### src/rtl/i2c_reg_sequencer.sv
// ---------------------------------------------------------------------------
// i2c_reg_sequencer
//
// Sequences single-byte I2C register accesses on top of an I2C byte
// controller. A write runs the phases ADDR_W -> REG -> DATA. A read runs
// ADDR_W -> REG -> RESTART -> ADDR_R -> READ. A NAK never aborts the
// sequence; it is accumulated into error_o and reported with done_o.
//
// Optional feature (macro I2C_SEQ_TIMEOUT_EN):
//   When defined, a 16-bit per-phase watchdog counts cycles spent waiting on
//   the controller. Reaching TIMEOUT_CYCLES sets error_o and finishes the
//   transaction without updating rdata_o. When undefined, there is no
//   watchdog and the waits are unbounded.
//
// Ports
//   clk_i             master clock, rising edge
//   rst_ni            asynchronous active-low reset
//   start_i           one-cycle transaction request, honoured only when idle
//   dev_address_i     7-bit slave address      (latched on accepted start)
//   reg_address_i     8-bit register index     (latched on accepted start)
//   rw_i              0 = register write, 1 = register read (latched)
//   wdata_i           byte to write            (latched)
//   rdata_o           byte read, valid from done_o until the next start
//   done_o            one-cycle pulse at transaction end
//   error_o           sticky NAK/timeout flag, valid with done_o
//   busy_o            high from the cycle after accepted start until done_o
//   ctl_trigger_o     one-cycle byte request to the controller
//   ctl_restart_o     one-cycle repeated-start request to the controller
//   ctl_last_byte_o   high during the DATA and READ phases
//   ctl_read_write_o  bus direction bit for the address phase
//   ctl_address_o     slave address for the controller
//   ctl_write_data_o  byte to transmit in the current phase
//   ctl_read_data_i   byte received by the controller
//   ctl_ack_error_i   NAK indication, sampled when ctl_busy_i falls
//   ctl_busy_i        controller busy
// ---------------------------------------------------------------------------
module i2c_reg_sequencer #(
    parameter logic [15:0] TIMEOUT_CYCLES = 16'hFFFF
) (
    input  logic       clk_i,
    input  logic       rst_ni,
    input  logic       start_i,
    input  logic [6:0] dev_address_i,
    input  logic [7:0] reg_address_i,
    input  logic       rw_i,
    input  logic [7:0] wdata_i,
    output logic [7:0] rdata_o,
    output logic       done_o,
    output logic       error_o,
    output logic       busy_o,
    output logic       ctl_trigger_o,
    output logic       ctl_restart_o,
    output logic       ctl_last_byte_o,
    output logic       ctl_read_write_o,
    output logic [6:0] ctl_address_o,
    output logic [7:0] ctl_write_data_o,
    input  logic [7:0] ctl_read_data_i,
    input  logic       ctl_ack_error_i,
    input  logic       ctl_busy_i
);

    typedef enum logic [2:0] {
        S_IDLE,
        S_TRIG,
        S_WAIT_HI,
        S_WAIT_LO,
        S_RESTART,
        S_FINISH
    } state_e;

    typedef enum logic [2:0] {
        PH_ADDR_W,
        PH_REG,
        PH_DATA,
        PH_RESTART,
        PH_ADDR_R,
        PH_READ
    } phase_e;

    state_e      state_q;
    phase_e      phase_q;
    phase_e      phase_d;
    logic [7:0]  wbyte_d;
    logic        last_d;

    logic [6:0]  dev_q;
    logic [7:0]  reg_q;
    logic        rw_q;
    logic [7:0]  wdata_q;

    logic [7:0]  rdata_q;
    logic        done_q;
    logic        error_q;
    logic        busy_q;
    logic        ctl_trigger_q;
    logic        ctl_restart_q;
    logic        ctl_last_byte_q;
    logic        ctl_read_write_q;
    logic [6:0]  ctl_address_q;
    logic [7:0]  ctl_write_data_q;

    logic        timeout_hit;

`ifdef I2C_SEQ_TIMEOUT_EN
    logic [15:0] wdog_q;

    // wdog_q holds the number of completed wait cycles in this phase, so the
    // limit is reached on the TIMEOUT_CYCLES-th wait cycle.
    assign timeout_hit = (wdog_q == (TIMEOUT_CYCLES - 16'd1));
`else
    logic        unused_timeout_cfg;

    assign unused_timeout_cfg = ^TIMEOUT_CYCLES;
    assign timeout_hit        = 1'b0;
`endif

    // Phase that follows the current one, and the controller settings it needs.
    always_comb begin
        phase_d = PH_ADDR_W;
        case (phase_q)
            PH_ADDR_W:  phase_d = PH_REG;
            PH_REG:     phase_d = rw_q ? PH_RESTART : PH_DATA;
            PH_RESTART: phase_d = PH_ADDR_R;
            PH_ADDR_R:  phase_d = PH_READ;
            default:    phase_d = PH_ADDR_W;
        endcase

        wbyte_d = '0;
        case (phase_d)
            PH_ADDR_W: wbyte_d = {dev_q, 1'b0};
            PH_REG:    wbyte_d = reg_q;
            PH_DATA:   wbyte_d = wdata_q;
            PH_ADDR_R: wbyte_d = {dev_q, 1'b1};
            default:   wbyte_d = '0;
        endcase

        last_d = (phase_d == PH_DATA) || (phase_d == PH_READ);
    end

    always_ff @(posedge clk_i or negedge rst_ni) begin
        if (!rst_ni) begin
            state_q          <= S_IDLE;
            phase_q          <= PH_ADDR_W;
            dev_q            <= '0;
            reg_q            <= '0;
            rw_q             <= 1'b0;
            wdata_q          <= '0;
            rdata_q          <= '0;
            done_q           <= 1'b0;
            error_q          <= 1'b0;
            busy_q           <= 1'b0;
            ctl_trigger_q    <= 1'b0;
            ctl_restart_q    <= 1'b0;
            ctl_last_byte_q  <= 1'b0;
            ctl_read_write_q <= 1'b0;
            ctl_address_q    <= '0;
            ctl_write_data_q <= '0;
`ifdef I2C_SEQ_TIMEOUT_EN
            wdog_q           <= '0;
`endif
        end else begin
            // Single-cycle strobes default low.
            ctl_trigger_q <= 1'b0;
            ctl_restart_q <= 1'b0;
            done_q        <= 1'b0;

            unique case (state_q)
                S_IDLE: begin
                    if (start_i) begin
                        dev_q            <= dev_address_i;
                        reg_q            <= reg_address_i;
                        rw_q             <= rw_i;
                        wdata_q          <= wdata_i;
                        busy_q           <= 1'b1;
                        error_q          <= 1'b0;
                        phase_q          <= PH_ADDR_W;
                        ctl_address_q    <= dev_address_i;
                        ctl_write_data_q <= {dev_address_i, 1'b0};
                        ctl_read_write_q <= 1'b0;
                        ctl_last_byte_q  <= 1'b0;
                        ctl_trigger_q    <= 1'b1;
                        state_q          <= S_TRIG;
                    end
                end

                S_TRIG: begin
`ifdef I2C_SEQ_TIMEOUT_EN
                    wdog_q  <= '0;
`endif
                    state_q <= S_WAIT_HI;
                end

                S_WAIT_HI, S_WAIT_LO: begin
`ifdef I2C_SEQ_TIMEOUT_EN
                    wdog_q <= wdog_q + 16'd1;
`endif
                    if (timeout_hit) begin
                        error_q          <= 1'b1;
                        done_q           <= 1'b1;
                        busy_q           <= 1'b0;
                        ctl_last_byte_q  <= 1'b0;
                        ctl_read_write_q <= 1'b0;
                        state_q          <= S_FINISH;
                    end else if (state_q == S_WAIT_HI) begin
                        if (ctl_busy_i) begin
                            state_q <= S_WAIT_LO;
                        end
                    end else if (!ctl_busy_i) begin
                        error_q <= error_q | ctl_ack_error_i;
                        if ((phase_q == PH_DATA) || (phase_q == PH_READ)) begin
                            // rdata/done are registered together so rdata is
                            // already valid in the done cycle.
                            if (phase_q == PH_READ) begin
                                rdata_q <= ctl_read_data_i;
                            end
                            done_q           <= 1'b1;
                            busy_q           <= 1'b0;
                            ctl_last_byte_q  <= 1'b0;
                            ctl_read_write_q <= 1'b0;
                            state_q          <= S_FINISH;
                        end else if (phase_d == PH_RESTART) begin
                            phase_q          <= PH_RESTART;
                            ctl_restart_q    <= 1'b1;
                            ctl_read_write_q <= 1'b1;
                            state_q          <= S_RESTART;
                        end else begin
                            phase_q          <= phase_d;
                            ctl_write_data_q <= wbyte_d;
                            ctl_last_byte_q  <= last_d;
                            ctl_trigger_q    <= 1'b1;
                            state_q          <= S_TRIG;
                        end
                    end
                end

                S_RESTART: begin
                    phase_q          <= phase_d;
                    ctl_write_data_q <= wbyte_d;
                    ctl_last_byte_q  <= last_d;
                    ctl_trigger_q    <= 1'b1;
                    state_q          <= S_TRIG;
                end

                S_FINISH: begin
                    phase_q <= PH_ADDR_W;
                    state_q <= S_IDLE;
                end
            endcase
        end
    end

    assign rdata_o          = rdata_q;
    assign done_o           = done_q;
    assign error_o          = error_q;
    assign busy_o           = busy_q;
    assign ctl_trigger_o    = ctl_trigger_q;
    assign ctl_restart_o    = ctl_restart_q;
    assign ctl_last_byte_o  = ctl_last_byte_q;
    assign ctl_read_write_o = ctl_read_write_q;
    assign ctl_address_o    = ctl_address_q;
    assign ctl_write_data_o = ctl_write_data_q;

endmodule

### config.mk
export PLATFORM = sky130hd
export DESIGN_NAME = i2c_reg_sequencer
export DESIGN_NICKNAME = d
export VERILOG_FILES = /design/src/rtl/i2c_reg_sequencer.sv
export SDC_FILE = /design/constraint.sdc
export NUM_CORES = 1
export LEC_CHECK = 0
export CORE_MARGIN = 2
export CORE_UTILIZATION = 48
export CTS_CLUSTER_DIAMETER = 80
export DETAILED_ROUTE_END_ITERATION = 8
export HOLD_SLACK_MARGIN = 0.03
export MAX_ROUTING_LAYER = met4
export PLACE_DENSITY = 0.79
export SLEW_MARGIN = 25
export SYNTH_ARGS = -nofsm -noshare
export SYNTH_HDL_FRONTEND = slang
export SYNTH_SLANG_ARGS = --single-unit
### constraint.sdc
create_clock -name clk_i -period 2.4 [get_ports clk_i]
set_clock_uncertainty 0.2 [all_clocks]
set_input_delay 0.72 -clock clk_i [delete_from_list [all_inputs] [get_ports clk_i]]
set_output_delay 0.72 -clock clk_i [all_outputs]
set_load 0.01 [all_outputs]
==> results.md, run 1 <==
* Gr usage total at 21.1%
* RR Endpoint: ctl_write_data_o[1]
* Multiplexer share of the synthesized area at 18.7%
* Critical Path Sink Type: register
* Gpl congestion at 0.877
* Max_slew headroom at 56.6%
* Crit path DAT at 2.27 ns
* Syn_nets at 230
* Most frequent cells in the layout: clkdlybuf4s50_1, dfrtp_1, mux2_2
* Antenna violations before repair at 0
* Num ports at 67
* Netlist cell types at 42
* Leakage at 0.00143 µW
* P per Cell Area at 1210 mW/mm²
* DR iter-0 viols at 201
* H-tree depth at 2
* Largest family of logic cells by synthesized area: multiplexers
* Placement Setup Slack at -0.190 ns
* Final period util at 94.9%
* Maxcap violations at 0
* Post-synthesis cell count at 193
* CTS Root Buffer Type: clkbuf_8
* DRC violations left at 0
* Setup TNS at 0 ns
* Clk_lat worst skew at 0.30 ns
* Compound-Gate Fraction of Synth Area at 11.5%
* # Post-CTS Setup Buffers at 0
* Least-Margin Pin Slew at 0.647 ns
* Period minus WS final at 2.28 ns
* Max Freq at 439 MHz
* Final WS setup at 0.123 ns
* RR Startpoint: phase_q[2]
* Bufs on Longest Clock Path at 2
* Crit Path Max Fanout at 4
* Area delta synth->final at 35.6%
* CTS Sinks at 53
* Largest stage delay, worst path at 0.52 ns
* CTS clk-pin slew, worst paths at 0.09 ns
* DIE WIDTH at 76.6 µm
* Register area share after synthesis at 52.4%
* Area contributors post-synth: dfrtp_1, mux2_2, a222oi_1
* Num rows at 26
* Hold Worst Slack at 0.154 ns
* Max Slew Vio Count at 0
* Total CTS buffers at 5
* Final setup vio count at 0
* CORE AREA at 0.00511 mm²
* Layout cells sized above 1 at 26.9%
* Critical Path Start: start_i
* # diodes at 0
* CTS Hold Bufs at 0
* Top_reg_cell synth: dfrtp_1
* DR WL/cell at 16.5 µm
* Number of synthesized flops with an enable pin at 0
* Starting Density at 49.6%
* Unrepaired setup endpoints after global routing: no
* Buffers on Ports at 66
* Post-Syn Area at 0.00253 mm²
* Post-synth ARST share at 100%
* Worst ir drop on vdd at 0.000631 V
* Die height at 76.6 µm
* Critical-path cell list: clkdlybuf4s50_1, or3b_2, a21oi_1, nand2_1, a21o_1
* Yosys reg bits at 53
* Most common cell after layout, fill and taps aside: clkdlybuf4s50_1
* Via density per instance at 5.52
* Slowest stage cell, crit path: clkdlybuf4s50_1
* Worst setup path endpoint: busy_o
* Synth Area in Adders at 0%
* Mean Syn Cell Area at 13.1 µm²
* Syn. warnings at 0
* Reg2reg path depth at 5
* Biggest area consumer among synthesized cells: dfrtp_1
* Final hold vios at 0
* Hold WC Path Type: in2async
* Post-route ant nets at 0
* Simple-gate share of the synthesized area at 12.4%
* Gr ovfl total at 0
* Die area at 0.00587 mm²
* Number of global-route vias before repair at 1962
* Post-DP HPWL at 4.04 mm
* Crit Path Class: in2reg
* Synth top area share at 52.4%
* CP required at 2.40 ns
* Largest net degree at the start of global routing at 28
* Outcome: finished clean
* First-pass GRT wire length at 9.50 mm
* Drt pass-1 iters at 4
* DR vias at 1866
* R2R setup slack at 0.25 ns
* Fill count at 413
* CTS tree: yes
* Post-Synth XOR/XNOR Area at 0%
* Nets at 304
* Drt total wl at 5.59 mm
* CP Launch Type: input port
==> registers in the layout, indices dropped and copies added (netlist names) <==
name	cells
ctl_last_byte_o	1
reg_q	8
ctl_write_data_o	8
ctl_read_write_o	1
ctl_trigger_o	1
wdata_q	8
ctl_restart_o	1
busy_o	1
phase_q	3
rdata_o	8
ctl_address_o	7
rw_q	1
error_o	1
done_o	1
state_q	3
==> logic make-up (layout without fill, tap and decap cells) <==
group,after synthesis,after routing
AND/OR/NAND/NOR,47,47
AO/OA/AOI/OAI,37,37
flip-flops,53,53
multiplexers,42,42
buffers and inverters,14,89
==> stage by stage <==
step                      cells  instance area [µm²]  util (%)  total power, µW
after floorplan             193                 2530         -             2770
after global placement      330                 3300      64.6             3450
after detailed placement    330                 3300      64.6             3520
after CTS                   338                 3420      67.0             4160
after global routing        338                 3430      67.2             4430
final                       338                 3430      67.2             4140
==> worst min path at each step <==
stage	startpoint	endpoint	slack (ns)	cells past startpoint
2_1_floorplan	rst_ni	busy_o	0.22	0
5_1_grt	rst_ni	rdata_o[1]	0.17	1
3_5_place_dp	ctl_write_data_o[2]	ctl_write_data_o[2]	0.27	1
4_1_cts	rst_ni	rdata_o[1]	0.16	1
3_3_place_gp	busy_o	busy_o	0.26	1
6_report	rst_ni	rdata_o[7]	0.15	1
==> critical path, delay by kind of cell <==
kind	cells	cell delay [ns]
AO/OA/AOI/OAI	2	0.47
AND/OR/NAND/NOR	2	0.56
buffers and inverters	1	0.52
==> area by class of cell <==
type                       instances  area (µm²)  area share (%)
inverter                           2        7.51           0.219
clock inverter                     1        30.0           0.875
tap                               70        87.6            2.55
timing repair buffer              79         803            23.4
clock buffer                       7        86.3            2.52
multi-input combinational        126        1090            31.8
sequential                        53        1330            38.6
==> per-layer routing <==
metal / global-route usage, % / vias up / part of all wire [%]
met4: 6.18 / 0 / 1.5
met2: 36.0 / 39 / 53
met3: 3.79 / 9 / 3.3
li1: - / 871 / -
met5: - / - / 0
met1: 25.7 / 947 / 42
==> timing repair <==
action,CTS,global route
hold endpoints to repair,0,0
resized for setup,1,1
cloned,0,0
setup endpoints to repair,1,6
==> power by group <==
group | internal (µW) | leakage [µW] | switching (µW) | total, µW
logic | 1110 | 0.000716 | 808 | 1920
registers | 1280 | 0.000660 | 318 | 1600
clock network | 340 | 0.0000585 | 280 | 620
total | 2740 | 0.00143 | 1410 | 4140
==> synth_stat cells, drive strengths merged (2+ instances only) <==
master  instances
dfrtp          53
mux2           42
buf            10
a21oi           8
nand3           8
o31ai           8
a222oi          7
nand2           6
nor2            6
o21ai           6
nand3b          5
nor3            4
or3b            4
a21o            2
and2b           2
clkbuf          2
inv             2
nor4b           2
or2b            2
Note: power is estimated with default switching activity, not from simulation.
==> run 2: changes to the inputs <==
--- a/config.mk
+++ b/config.mk
@@ -5,6 +5,7 @@
 export SDC_FILE = /design/constraint.sdc
 export NUM_CORES = 1
 export LEC_CHECK = 0
+export ABC_AREA = 1
 export CORE_MARGIN = 2
 export CORE_UTILIZATION = 48
 export CTS_CLUSTER_DIAMETER = 80
==> run 2 against run 1 <==
Compared with the run above:
- maximum frequency grew 4.2%
- synthesized area is 0.25% lower
- first-iteration DRC count is 2.5% lower
- final area decreased by 0.44%
- register-to-register slack improved by 0.27 ns
- die area decreased by 0.23%
- synthesized cell count up 68%
- critical path depth decreased by 4
- count of clock-buffer cells in the layout shrank 2
- non-clock buffer count down 6
- core utilization fell by 0.29 points
- largest cell class unchanged
==> results.md, run 2 <==
* Outcome: finished clean
* Max Slew Vio Count at 0
* Post-synthesis cell count at 325
* Number of global-route vias before repair at 2368
* Post-DP HPWL at 4.29 mm
* Final hold vios at 0
* Clk_lat worst skew at 0.31 ns
* Worst setup path endpoint: ctl_address_o[5]
* Starting Density at 49.4%
* Buffers on Ports at 66
* Placed inst area at 0.00328 mm²
* Critical Path Start: ctl_address_o[5]
* Reg2reg path depth at 6
* Most frequent cells in the layout: nand2_1, clkdlybuf4s50_1, dfrtp_1
* Critical path's top delay family: buffers and inverters
* Drt pass-1 iters at 4
* Final setup vio count at 0
* Syn. warnings at 0
* Gr ovfl total at 0
* Leakage at 0.00173 µW
* First-pass GRT wire length at 10.5 mm
* # Post-CTS Setup Buffers at 0
* DR iter-0 viols at 196
* Via density per instance at 5.14
* CTS Root Buffer Type: clkbuf_8
* Post-route ant nets at 0
* Clock power share at 15.6%
* Die height at 76.5 µm
* Syn_nets at 362
* Crit Path Max Fanout at 3
* Unrepaired setup endpoints after global routing: no
* Critical-path cell list: clkdlybuf4s50_1
* Slowest stage cell, crit path: clkdlybuf4s50_1
* Least-Margin Pin Slew at 0.524 ns
* Nets at 433
* Num rows at 26
* Maxcap violations at 0
* P_sw at 1940 µW
* Largest stage delay, worst path at 0.55 ns
* Max Freq at 458 MHz
* R2R setup slack at 0.52 ns
* Seq pwr share at 34.0%
* Period minus WS final at 2.19 ns
* CTS Hold Bufs at 0
* Critical Path Sink Type: output port
* Layout cells sized above 1 at 7.81%
* Total CTS buffers at 5
* Final period util at 91.1%
* Top_reg_cell synth: dfrtp_1
* H-tree depth at 2
* Register area share after synthesis at 52.5%
* Final WS setup at 0.215 ns
* Bufs on Longest Clock Path at 2
* DIE WIDTH at 76.5 µm
* Sw Share at 42.5%
* CORE AREA at 0.00511 mm²
* Synth top area share at 52.5%
* Drt total wl at 6.05 mm
* DR WL/cell at 13.0 µm
* Resized Gates After CTS at 0
* RR Endpoint: phase_q[0]
* DRC violations left at 0
* Gpl congestion at 0.862
* DR vias at 2400
* Netlist cell types at 21
* Biggest area consumer among synthesized cells: dfrtp_1
* Max_slew headroom at 65.1%
* Combinational cell fraction of total power at 50.4%
* P per Cell Area at 1340 mW/mm²
* Yosys reg bits at 53
* CP required at 1.48 ns
* Setup TNS at 0 ns
* Leading cell types by count after synthesis: nand2_1, dfrtp_1, nand3_1
* CTS tree: yes
* Post-route cell area at 0.00342 mm²
* Num ports at 67
* Most common cell after layout, fill and taps aside: nand2_1
* RR Startpoint: phase_q[0]
* Post-synth ARST share at 100%
* Worst Path Buf+Inv at 1
* Critical Path Stages at 1
* Antenna violations before repair at 0
* Area delta synth->final at 35.3%
* Area contributors post-synth: dfrtp_1, nand2_1, nand3_1
* CTS Sinks at 53
* Die area at 0.00586 mm²
* CTS clk-pin slew, worst paths at 0.10 ns
* # diodes at 0
* Placement Setup Slack at 0.0475 ns
* Gr usage total at 22.9%
* Number of synthesized flops with an enable pin at 0
* Int Pwr at 2630 µW
* Largest net degree at the start of global routing at 54
* Mean Syn Cell Area at 7.77 µm²
* Worst ir drop on vdd at 0.000632 V
* Crit Path Class: reg2out
* Hold WC Path Type: in2async
* Post-Syn Area at 0.00252 mm²
* Top-count cell post-synth: nand2_1
* CP Launch Type: register
* Crit path DAT at 1.27 ns
-- run 2: cell count changes after synthesis, sizes merged, moves of 4 or more --
cell,previous run,this run
nand2,6,162
mux2,42,0
nand3,8,40
nor2,6,19
inv,2,14
o21ai,6,15
o31ai,8,0
a222oi,7,0
nand4,0,7
a21oi,8,2
nand3b,5,1
or3b,4,0
-- run 2: kinds of logic (layout without fill, tap and decap cells) --
logic type / Yosys count / after routing / synth area share [%]
buffers and inverters: 23 / 95 / 4.66
AND/OR/NAND/NOR: 231 / 231 / 39.1
AO/OA/AOI/OAI: 18 / 18 / 3.67
flip-flops: 53 / 53 / 52.5
-- run 2: area by class of cell --
class | instances | area (µm²)
sequential | 53 | 1330
fill | 442 | 1690
tap | 70 | 87.6
inverter | 14 | 55.1
clock inverter | 3 | 65.1
multi-input combinational | 249 | 1080
clock buffer | 5 | 68.8
timing repair buffer | 73 | 733
-- run 2: per-layer routing --
layer  vias up  track usage [%]  wire, µm
li1       1176                -         -
met1      1128             27.1      2580
met2        85             39.7      3020
met3        11             4.62       378
met4         0             6.18        73
met5         -                -         0
-- run 2: power groups by stage --
stage | Combinational, µW | Sequential [µW] | Clock (µW)
2_1_floorplan | 1490 | 1550 | 0
3_3_place_gp | 2260 | 1560 | 0
3_5_place_dp | 2310 | 1570 | 0
4_1_cts | 2320 | 1550 | 715
5_1_grt | 2590 | 1600 | 759
6_report | 2300 | 1560 | 711
-- run 2: worst min path at each step --
stage / slack (ns) / cells past startpoint / endpoint
finish: 0.18 / 2 / ctl_last_byte_o
global route: 0.21 / 2 / ctl_last_byte_o
CTS: 0.20 / 2 / ctl_last_byte_o
detailed placement: 0.26 / 2 / rdata_o[2]
global placement: 0.25 / 2 / rdata_o[1]
floorplan: 0.22 / 0 / busy_o
-- run 2: per-stage QoR --
stage / power [µW] / util (%) / cells / hold slack [ns]
2_1_floorplan: 3050 / - / 325 / 0.224
3_3_place_gp: 3820 / 64.3 / 459 / 0.253
3_5_place_dp: 3880 / 64.3 / 459 / 0.259
4_1_cts: 4590 / 66.9 / 467 / 0.198
5_1_grt: 4950 / 66.9 / 467 / 0.211
6_report: 4570 / 66.9 / 467 / 0.185
